[src/rtl/ew_pipe_reg.sv]
// EX->WB stage register with a valid/ready handshake and a 2-entry skid buffer.
// Supports synchronous flush, bubble opcode on empty, and optional duplicate-PC write squash.
module ew_pipe_reg #(
    parameter int          XLEN       = 32,
    parameter int          OPW        = 6,
    parameter int          REGW       = 5,
    parameter int          ADDRW      = 26,
    parameter logic [5:0]  NOP_OP     = 6'b110111,
    parameter bit          SQUASH_DUP = 1'b1
) (
    input  logic             clk,
    input  logic             rstd,
    input  logic             flush,
    input  logic             in_valid,
    output logic             in_ready,
    input  logic [XLEN-1:0]  pc_in,
    input  logic [XLEN-1:0]  os_in,
    input  logic [XLEN-1:0]  ot_in,
    input  logic [XLEN-1:0]  imm_dpl_in,
    input  logic [XLEN-1:0]  alu_result_in,
    input  logic [OPW-1:0]   op_in,
    input  logic [ADDRW-1:0] addr_in,
    input  logic [REGW-1:0]  wreg_in,
    output logic             out_valid,
    input  logic             out_ready,
    output logic [XLEN-1:0]  pc_out,
    output logic [XLEN-1:0]  os_out,
    output logic [XLEN-1:0]  ot_out,
    output logic [XLEN-1:0]  imm_dpl_out,
    output logic [XLEN-1:0]  alu_result_out,
    output logic [OPW-1:0]   op_out,
    output logic [ADDRW-1:0] addr_out,
    output logic [REGW-1:0]  wreg_out
);

    typedef struct packed {
        logic [XLEN-1:0]  pc;
        logic [XLEN-1:0]  os;
        logic [XLEN-1:0]  ot;
        logic [XLEN-1:0]  imm_dpl;
        logic [XLEN-1:0]  alu_result;
        logic [OPW-1:0]   op;
        logic [ADDRW-1:0] addr;
        logic [REGW-1:0]  wreg;
    } bundle_t;

    bundle_t         m_q, m_d, s_q, s_d, in_b;
    logic            m_vld_q, m_vld_d, s_vld_q, s_vld_d;
    logic [XLEN-1:0] last_pc_q, last_pc_d;
    logic            last_pc_vld_q, last_pc_vld_d;
    logic            acc, fire, dup;

    assign in_ready  = ~s_vld_q;
    assign out_valid = m_vld_q;
    assign acc       = in_valid & in_ready;
    assign fire      = m_vld_q & out_ready;
    assign dup       = SQUASH_DUP && last_pc_vld_q && (pc_in == last_pc_q);

    // Squash is decided at accept time so the stored bundle is already final.
    always_comb begin
        in_b.pc         = pc_in;
        in_b.os         = os_in;
        in_b.ot         = ot_in;
        in_b.imm_dpl    = imm_dpl_in;
        in_b.alu_result = alu_result_in;
        in_b.op         = op_in;
        in_b.addr       = addr_in;
        in_b.wreg       = dup ? '0 : wreg_in;
    end

    always_comb begin
        m_d           = m_q;
        s_d           = s_q;
        m_vld_d       = m_vld_q;
        s_vld_d       = s_vld_q;
        last_pc_d     = last_pc_q;
        last_pc_vld_d = last_pc_vld_q;
        if (flush) begin
            m_vld_d       = 1'b0;
            s_vld_d       = 1'b0;
            last_pc_vld_d = 1'b0;
        end else begin
            if (!m_vld_q) begin
                if (acc) begin
                    m_d     = in_b;
                    m_vld_d = 1'b1;
                end
            end else if (fire) begin
                if (s_vld_q) begin
                    m_d     = s_q;
                    s_vld_d = 1'b0;
                end else if (acc) begin
                    m_d = in_b;
                end else begin
                    m_vld_d = 1'b0;
                end
            end else if (acc) begin
                s_d     = in_b;
                s_vld_d = 1'b1;
            end
            if (acc) begin
                last_pc_d     = pc_in;
                last_pc_vld_d = 1'b1;
            end
        end
    end

    always_ff @(posedge clk or posedge rstd) begin
        if (rstd) begin
            m_q           <= '0;
            s_q           <= '0;
            m_vld_q       <= 1'b0;
            s_vld_q       <= 1'b0;
            last_pc_q     <= '0;
            last_pc_vld_q <= 1'b0;
        end else begin
            m_q           <= m_d;
            s_q           <= s_d;
            m_vld_q       <= m_vld_d;
            s_vld_q       <= s_vld_d;
            last_pc_q     <= last_pc_d;
            last_pc_vld_q <= last_pc_vld_d;
        end
    end

    assign pc_out         = m_q.pc;
    assign os_out         = m_q.os;
    assign ot_out         = m_q.ot;
    assign imm_dpl_out    = m_q.imm_dpl;
    assign alu_result_out = m_q.alu_result;
    assign addr_out       = m_q.addr;
    // Empty stage presents a bubble so WB never writes regardless of out_valid.
    assign op_out         = m_vld_q ? m_q.op : OPW'(NOP_OP);
    assign wreg_out       = m_vld_q ? m_q.wreg : '0;

endmodule

[config.mk]
export PLATFORM = sky130hd
export DESIGN_NAME = ew_pipe_reg
export DESIGN_NICKNAME = d
export VERILOG_FILES = /design/src/rtl/ew_pipe_reg.sv
export SDC_FILE = /design/constraint.sdc
export NUM_CORES = 1
export LEC_CHECK = 0
export BUFFER_PORTS_ARGS = -buffer_cell sky130_fd_sc_hd__buf_2
export CAP_MARGIN = 20
export CORE_MARGIN = 4
export CORE_UTILIZATION = 59
export CTS_CLUSTER_DIAMETER = 80
export DETAILED_ROUTE_END_ITERATION = 6
export PLACE_DENSITY_LB_ADDON = 0.05
export SYNTH_ARGS = -nofsm -noshare
export SYNTH_HDL_FRONTEND = slang
export SYNTH_SLANG_ARGS = --single-unit
export TNS_END_PERCENT = 20
[constraint.sdc]
create_clock -name clk -period 30.8 [get_ports clk]
set_input_delay 6.16 -clock clk [delete_from_list [all_inputs] [get_ports clk]]
set_output_delay 6.16 -clock clk [all_outputs]
set_load 0.02 [all_outputs]
# ---- After elaboration in Yosys (flattened, before gate mapping)
# Cells that the tools add are included.
dict set report classes {
  n_eq_ne 2
  muxes 17
  n_reduce_logical 8
  bitwise 5
}
# op count
set op_table {}
lappend op_table {{$mux 197} 4}
lappend op_table {{$eq 32x32->1} 1}
lappend op_table {{$mux 1} 10}
lappend op_table {{$mux 5} 2}
lappend op_table {{$mux 6} 1}
lappend op_table {{$reduce_and 2->1} 3}
lappend op_table {{$reduce_and 4->1} 1}
lappend op_table {{$reduce_bool 2->1} 2}
lappend op_table {{$not 1->1} 3}
lappend op_table {{$reduce_bool 3->1} 1}
lappend op_table {{$and 1x1->1} 2}
lappend op_table {{$ne 2x1->1 const B} 1}
lappend op_table {{$logic_and 1x1->1} 1}
dict set report totals {
  register_bits 429
  output_inout_bits 199
  inputBits 202
  elab_cells 52
}

# ---- Longest topological paths before layout
# Gate-level depths: netlist (run 1).
dict set report logic_depth {
  ltp_word 7
  ltp_mapped 8
  mapped_depth_nobuf 5
}

# ---- Worst setup path before layout (run 1)
# OpenSTA, ideal clock, no wires.
dict set report synth_timing {
  path_kind {input to register}
  from {input port in_valid}
  to {register s_q[140] in the netlist's numbering}
  setup_ps 125
  cell_stages 7
  slack_ps 23317
  required_ps 30675
  n_path_buf 3
  arrival_time_ps 7358
  path_cell_list {nand2b_1 > buf_2 > nor2_8 > nand2_2 > buf_4 > buf_2 > mux2_2}
}
dict set report synth_between {
  elab_chain_len 2
}
# element line
set synth_lines {}
lappend synth_lines {{start, declared} 14} ;# input logic in_valid,
lappend synth_lines {{$and 1x1->1} 55} ;# assign acc = in_valid & in_ready;
lappend synth_lines {{$reduce_and 4->1 (no source line)} --}
lappend synth_lines {{end signal, assigned} 111} ;# s_q <= '0;
lappend synth_lines {{end signal, assigned} 118} ;# s_q <= s_d;
lappend synth_lines {{end, declared} 47} ;# bundle_t m_q, m_d, s_q, s_d, in_b;
# No other way between the ends.
# A chain may end at the register's enable or synchronous reset.

# ---- Worst setup path in the final report (run 1)
dict set report layout_timing {
  from {input port in_valid}
  to {register s_q[114] in the netlist's numbering}
}
# Same word-level chain as after synthesis.

==> results.py, run 1 <==
metrics = {
    "outcome": {
        "status": "finished clean",
    },
    "die": {
        "die_x_um": 186.5,
        "initial_core_util_pct": 59.75,
        "rows": 65,
        "dieHeight_um": 186.5,
        "io_pins": 401,
        "coreArea_um2": 31470,
        "die-area_um2": 34790,
    },
    "final_layout": {
        "fill_cells": 2498,
        "fin_util_pct": 66.96,
        "fin_cells": 2256,
        "multiInputGateArea_um2": 6196,
        "final_nets": 2013,
        "drive_gt1_share_pct": 38.42,
        "regArea_um2": 10740,
        "final_area_um2": 21070,
        "syn2layout_area_growth_pct": 12.07,
    },
    "detailed_routing": {
        "first_pass_iters": 5,
        "avgRoutedWirePerCell_um": 20.13,
        "remaining_drc_errors": 0,
        "drtIter0Drc": 786,
        "vias": 12970,
        "vias_per_cell": 5.750,
        "final_antenna_net_count": 0,
        "routed_wl_um": 45410,
    },
    "sta": {
        "setup_viol": 0,
        "slew_headroom_pct": 30.05,
        "fin_crit_sh_pct": 28.76,
        "period_minus_slack_ps": 8859,
        "rsz0062_at_grt": "no",
        "tightest_slew_ps": 1049,
        "skew_ps": 13.72,
        "whs_ps": 493.2,
        "slew_viol_final": 0,
        "hold_viol": 0,
        "tns_ps": 0,
        "timing.final.ws_setup_ps": 21940,
        "fmax_mhz": 112.9,
    },
    "logic_synthesis": {
        "avgSynthCellArea_um2": 11.42,
        "ys_types": 30,
        "ys_warn_count": 0,
        "yosysSeqAreaShare_pct": 57.09,
        "ys_ff_latch": 429,
        "syn-cell-area_um2": 18800,
        "synth_nets": 1849,
        "netlist_instances": 1647,
    },
    "setup_path": {
        "slowest_delay_ps": 900,
        "end_kind": "register",
        "cp_cell_sequence": "buf_2 > nand2b_4 > nor2_8 > nand2_8 > buf_4 > mux2_2",
        "startpoint": "in_valid",
        "crit_type": "in -> reg",
        "crit_fanout": 126,
        "critPathRequiredTime_ps": 31230,
        "worstPathArrival_ps": 9290,
        "start_kind": "primary input",
        "cp_slowest_cell": "buf_4",
        "rr_startpoint": "s_vld_q",
    },
    "placed_design": {
        "io_buffers": 400,
        "place_area_um2": 19580,
        "post-place-ws_ps": 21370,
        "hpwl_um": 28010,
        "gp_congestion": 0.7980,
        "dp_cells": 2164,
    },
    "clock_network": {
        "ctsHoldBuffers": 0,
        "cts_sinks": 429,
        "cts_setup_buffers": 0,
        "clk_pin_slew_ps": 60,
        "cts_root_buffer": "clkbuf_16",
        "clock_latency_ps": 540,
        "cts.path.max_buffers": 3,
        "cts_htree_levels": 2,
        "postCtsResizedCells": 0,
        "cts_tree": "yes",
        "cts_buffers": 45,
    },
    "power": {
        "powerDensity_nw_per_um2": 76.59,
        "netSwitchingFraction_pct": 29.31,
        "switchingPower_uw": 473.1,
        "combinationalPowerShare_pct": 20.7,
        "clockPowerShare_pct": 32.1,
        "total_power_mw": 1.614,
        "internal_power_mw": 1.141,
        "irDropWorstVdd_v": 0.00005146,
        "leakage_nw": 9.597,
        "seq_power_share_pct": 47.2,
    },
    "worst_hold_path": {
        "min_path_type": "reg -> reg",
        "min_from": "s_q[167]",
    },
    "grt": {
        "grt_first_pass_wirelength_um": 72620,
        "overflow": 0,
        "grt_max_degree": 198,
        "grt_pass1_vias": 13340,
        "antenna_found_initial": 23,
        "grtUsageTotal_pct": 25.31,
    },
    "job": {
        "drv_cap": 0,
    },
}
placed cells by master (no fill, tap or decap), types with 2 or more instances in the layout:
master / netlist / final
a211oi_1: 6 / 6
nand4_1: 2 / 2
xor2_1: 25 / 25
nand2b_1: 11 / 10
nor2b_1: 4 / 4
buf_16: 0 / 2
mux2_2: 220 / 220
buf_4: 190 / 12
dfrtp_1: 429 / 429
diode_2: 0 / 11
inv_1: 8 / 7
inv_8: 0 / 2
clkbuf_16: 0 / 47
nor2_1: 200 / 199
buf_2: 38 / 400
mux2i_1: 5 / 5
o2111a_1: 2 / 2
a21oi_1: 200 / 200
nand2_1: 10 / 9
o21ai_0: 10 / 10
o22ai_1: 197 / 197
clkinv_2: 0 / 7
and2_1: 6 / 6
clkbuf_8: 0 / 9
clkbuf_1: 66 / 14
nor4_1: 5 / 5
Yosys cell counts:
master / number / area (um^2)
dfrtp_1: 429 / 10740
mux2_2: 220 / 2477
a21oi_1: 200 / 1001
nor2_1: 200 / 750.7
o22ai_1: 197 / 1232
buf_4: 190 / 1426
clkbuf_1: 66 / 247.7
buf_2: 38 / 190.2
xor2_1: 25 / 219.0
nand2b_1: 11 / 68.82
nand2_1: 10 / 37.54
o21ai_0: 10 / 50.05
inv_1: 8 / 30.03
a211oi_1: 6 / 45.04
and2_1: 6 / 37.54
mux2i_1: 5 / 50.05
nor4_1: 5 / 31.28
buf_1: 4 / 15.01
nor2b_1: 4 / 25.02
nand4_1: 2 / 12.51
o2111a_1: 2 / 22.52
a2111oi_0: 1 / 8.760
a21oi_4: 1 / 16.27
a222oi_1: 1 / 10.01
nand2_2: 1 / 6.260
nand3_1: 1 / 5.000
nor2_8: 1 / 20.02
nor3_1: 1 / 5.000
nor4_4: 1 / 21.27
or2_1: 1 / 6.260
routing by layer:
layer  GRT usage (%)  part of all wire [%]  wire length (um)
met1           33.50                    42             18970
met2           39.97                    46             21040
met3           8.137                   7.8              3561
met4           8.845                   3.7              1671
met5               0                  0.36               165
critical path, delay by kind of cell:
kind | cells | cell delay [ps]
simple gates | 3 | 1560
buf+inv | 2 | 1020
mux | 1 | 420
power by group through the flow:
stage / Clock, mW / Combinational [mW] / Sequential, mW
2_1_floorplan: 0 / 0.299 / 0.753
3_3_place_gp: 0 / 0.326 / 0.764
3_5_place_dp: 0 / 0.335 / 0.770
4_1_cts: 0.528 / 0.337 / 0.762
5_1_grt: 0.552 / 0.366 / 0.777
6_report: 0.518 / 0.334 / 0.762
cell families after synthesis:
family / count (synthesis) / synth area share (%)
compound gates: 418 / 12.69
xor+xnor: 25 / 1.164
buf+inv: 306 / 10.15
flops: 429 / 57.09
mux: 225 / 13.44
simple gates: 244 / 5.463
state kept, by name (all words and copies together) (netlist names):
signal,flops
s_q,197
imm_dpl_out,32
m_q,11
last_pc_q,32
addr_out,26
last_pc_vld_q,1
out_valid,1
ot_out,32
alu_result_out,32
pc_out,32
s_vld_q,1
os_out,32
worst paths after layout:
check                             endpoint  slack [ps]  cells past startpoint
max in group asynchronous  imm_dpl_out[21]       22770                      4
max                               s_q[114]       21940                      6
min reg2reg                       s_q[167]         490                      2
max reg2reg                       s_q[114]       27100                      5
min in group asynchronous       pc_out[16]        5800                      2
min                               s_q[167]         490                      2
area by class of cell:
type	count	share of cell area (%)
multi-input combinational	912	29.40
tap	402	2.387
sequential	429	50.94
antenna	11	0.1306
clock inverter	9	0.2612
clock buffer	70	6.418
inverter	8	0.1781
timing repair buffer	415	10.28
(Power assumes the default switching activity.)
==> run 2: changes to the inputs <==
ABC_AREA = 1   (was default)
CORE_UTILIZATION = 50   (was 59)
clock period = 7.7 ns   (was 30.8 ns; I/O delays follow)
==> run 2 against run 1 <==
Net effect:
- clock skew down 0.73 ps
- critical path depth stayed put
- sequential power grew to 4.0 times the previous value
- power rose to 4.0 times the previous value
- critical path type unchanged
- critical endpoint is now s_q[141]
- largest cell class unchanged
==> results.py, run 2 <==
metrics = {
    "outcome": {
        "status": "finished clean",
    },
    "power": {
        "internal_power_mw": 4.541,
        "powerDensity_nw_per_um2": 288.0,
        "combinationalPowerShare_pct": 19.1,
        "netSwitchingFraction_pct": 29.50,
        "irDropWorstVdd_v": 0.0002077,
        "switchingPower_mw": 1.900,
        "leakage_nw": 10.87,
        "clockPowerShare_pct": 34.0,
        "seq_power_share_pct": 46.9,
    },
    "clock_network": {
        "cts_sinks": 429,
        "cts_buffers": 47,
        "cts.path.max_buffers": 3,
        "ctsHoldBuffers": 0,
        "cts_tree": "yes",
        "postCtsResizedCells": 0,
        "cts_htree_levels": 2,
        "cts_setup_buffers": 0,
        "clock_latency_ps": 570,
        "clk_pin_slew_ps": 60,
        "cts_root_buffer": "clkbuf_16",
    },
    "grt": {
        "grt_pass1_vias": 14010,
        "overflow": 0,
        "grtUsageTotal_pct": 22.36,
        "antenna_found_initial": 18,
        "grt_first_pass_wirelength_um": 79380,
        "grt_max_degree": 193,
    },
    "final_layout": {
        "fill_cells": 3588,
        "final_nets": 2344,
        "layout_commonest_cell": "inv_1",
        "layout_common_cells": "inv_1 (434), dfrtp_1 (429), buf_2 (400)",
        "fin_util_pct": 56.30,
        "top_register": "s_q",
        "syn2layout_area_growth_pct": 11.06,
        "largest_register_ffs": 197,
        "drive_gt1_share_pct": 25.40,
    },
    "logic_synthesis": {
        "avgSynthCellArea_um2": 10.16,
        "netlist_instances": 1983,
        "ys_top_cells_by_count": "inv_1 (435), dfrtp_1 (429), o22ai_1 (384), buf_4 (186), mux2_1 (131)",
        "netlist.area_leader.share_pct": 53.31,
        "synth_top_flop_cell": "dfrtp_1",
        "ys_types": 26,
        "ys_ff_latch": 429,
        "syn-cell-area_um2": 20140,
        "yosysMostFrequentCell": "inv_1",
        "ys_top_cells_by_area": "dfrtp_1 (53%), o22ai_1 (12%), inv_1 (8.1%)",
        "yosysSeqAreaShare_pct": 53.31,
        "ys_warn_count": 0,
        "synth_edf_count": 0,
        "synthArstFlopShare_pct": 100.0,
        "synth_nets": 2185,
        "synth_top_area_cell": "dfrtp_1",
    },
    "die": {
        "io_pins": 401,
        "rows": 73,
        "initial_core_util_pct": 50.69,
        "die_x_um": 208.7,
        "dieHeight_um": 208.7,
        "coreArea_um2": 39730,
        "die-area_um2": 43550,
    },
    "setup_path": {
        "crit_type": "in -> reg",
        "cp_cell_sequence": "buf_2 > nand2_8 > nor2_8 > nand2_8 > buf_4 > mux2_1",
        "cpMostUsedCell": "nand2_8",
        "critPathRequiredTime_ps": 8140,
        "crit_fanout": 128,
        "end_kind": "register",
        "slowest_delay_ps": 820,
        "worstPathArrival_ps": 5160,
        "start_kind": "primary input",
        "cp_slowest_cell": "nor2_8",
    },
    "detailed_routing": {
        "first_pass_iters": 4,
        "vias": 14000,
        "drtIter0Drc": 898,
        "vias_per_cell": 5.169,
        "final_antenna_net_count": 0,
        "remaining_drc_errors": 0,
        "avgRoutedWirePerCell_um": 18.36,
        "routed_wl_um": 49710,
    },
    "sta": {
        "rsz0062_at_grt": "no",
        "slew_viol_final": 0,
        "tns_ps": 0,
        "skew_ps": 12.99,
        "tightest_slew_ps": 1052,
        "hold_viol": 0,
        "setup_viol": 0,
        "slew_headroom_pct": 29.89,
        "whs_ps": 485.7,
        "period_minus_slack_ps": 4714,
        "fmax_mhz": 212.1,
        "fin_crit_sh_pct": 61.22,
    },
    "placed_design": {
        "hpwl_um": 31270,
        "gp_congestion": 0.7770,
        "io_buffers": 400,
    },
    "job": {
        "drv_cap": 0,
    },
    "worst_hold_path": {
        "min_path_type": "reg -> reg",
    },
}
run 2: cell count changes after synthesis, sizes merged, moves of 9 or more:
cell and change:
a21oi -198, buf +51, clkbuf -46, inv +431, mux2 -36, nand2 +118
nand2b -11, nor2 -178, nor3 +9, o21ai +43, o22ai +187, xnor2 +9
xor2 -23
run 2: path summary, 6_finish.rpt:
kind	startpoint	end	slack [ps]	cells past startpoint
max	in_valid	s_q[141]	2990	6
min	pc_out[5]	pc_out[5]	490	2
max reg2reg	s_vld_q	s_q[141]	3450	6
min reg2reg	pc_out[5]	pc_out[5]	490	2
max in group asynchronous	rstd	alu_result_out[16]	5260	3
min in group asynchronous	rstd	imm_dpl_out[26]	1060	2
run 2: worst max-delay path, delay by kind of cell:
kind,cells,cell delay [ps]
multiplexers,1,460
AND/OR/NAND/NOR,3,1910
buffers and inverters,2,820
run 2: cell families (layout without fill, tap and decap cells):
| kind of cell | after synthesis | count (layout) | share of synthesized area [%] |
|---|---|---|---|
| AND/OR/NAND/NOR | 173 | 173 | 3.560 |
| multiplexers | 184 | 184 | 10.29 |
| flip-flops | 429 | 429 | 53.31 |
| AO/OA/AOI/OAI | 444 | 444 | 13.47 |
| XOR/XNOR | 11 | 11 | 0.4784 |
| other | 0 | 6 | 0 |
| buffers and inverters | 742 | 936 | 18.90 |
run 2: metal layers:
metal  wire length (um)  GRT usage, %  share of wire (%)  up-vias
li1                   -             -                  -     6683
met1              22260         31.60                 45     6864
met2              22850         34.06                 46      344
met3               3262         5.900                6.6       84
met4               1180         7.111                2.4       24
met5                164             0               0.33        -
run 2: stage by stage:
| stage | area (um^2) | std cells | worst slack, ps | power, mW |
|---|---|---|---|---|
| after floorplan | 20140 | 1983 | 368.6 | 4.094 |
| after global placement | 20810 | 2616 | 2524 | 4.247 |
| after detailed placement | 20810 | 2616 | 2521 | 4.299 |
| after CTS | 22310 | 2700 | 3131 | 6.517 |
| after global routing | 22370 | 2707 | 2802 | 6.796 |
| final | 22370 | 2708 | 2986 | 6.441 |
run 2: area by class of cell:
type                       instances  area, um^2  area share [%]
clock inverter                    14       122.6          0.5482
antenna                            6       15.01         0.06713
multi-input combinational        812        5642           25.22
timing repair buffer             413        2170           9.700
sequential                       429       10740           47.99
tap                              525       656.9           2.937
clock buffer                      70        1375           6.148
inverter                         439        1652           7.384
run 2: power by group through the flow:
| stage | registers [mW] | clock network, mW | logic (mW) |
|---|---|---|---|
| floorplan | 2.97 | 0 | 1.12 |
| global placement | 3.04 | 0 | 1.21 |
| detailed placement | 3.05 | 0 | 1.25 |
| CTS | 3.02 | 2.25 | 1.25 |
| global route | 3.07 | 2.35 | 1.37 |
| finish | 3.02 | 2.19 | 1.23 |
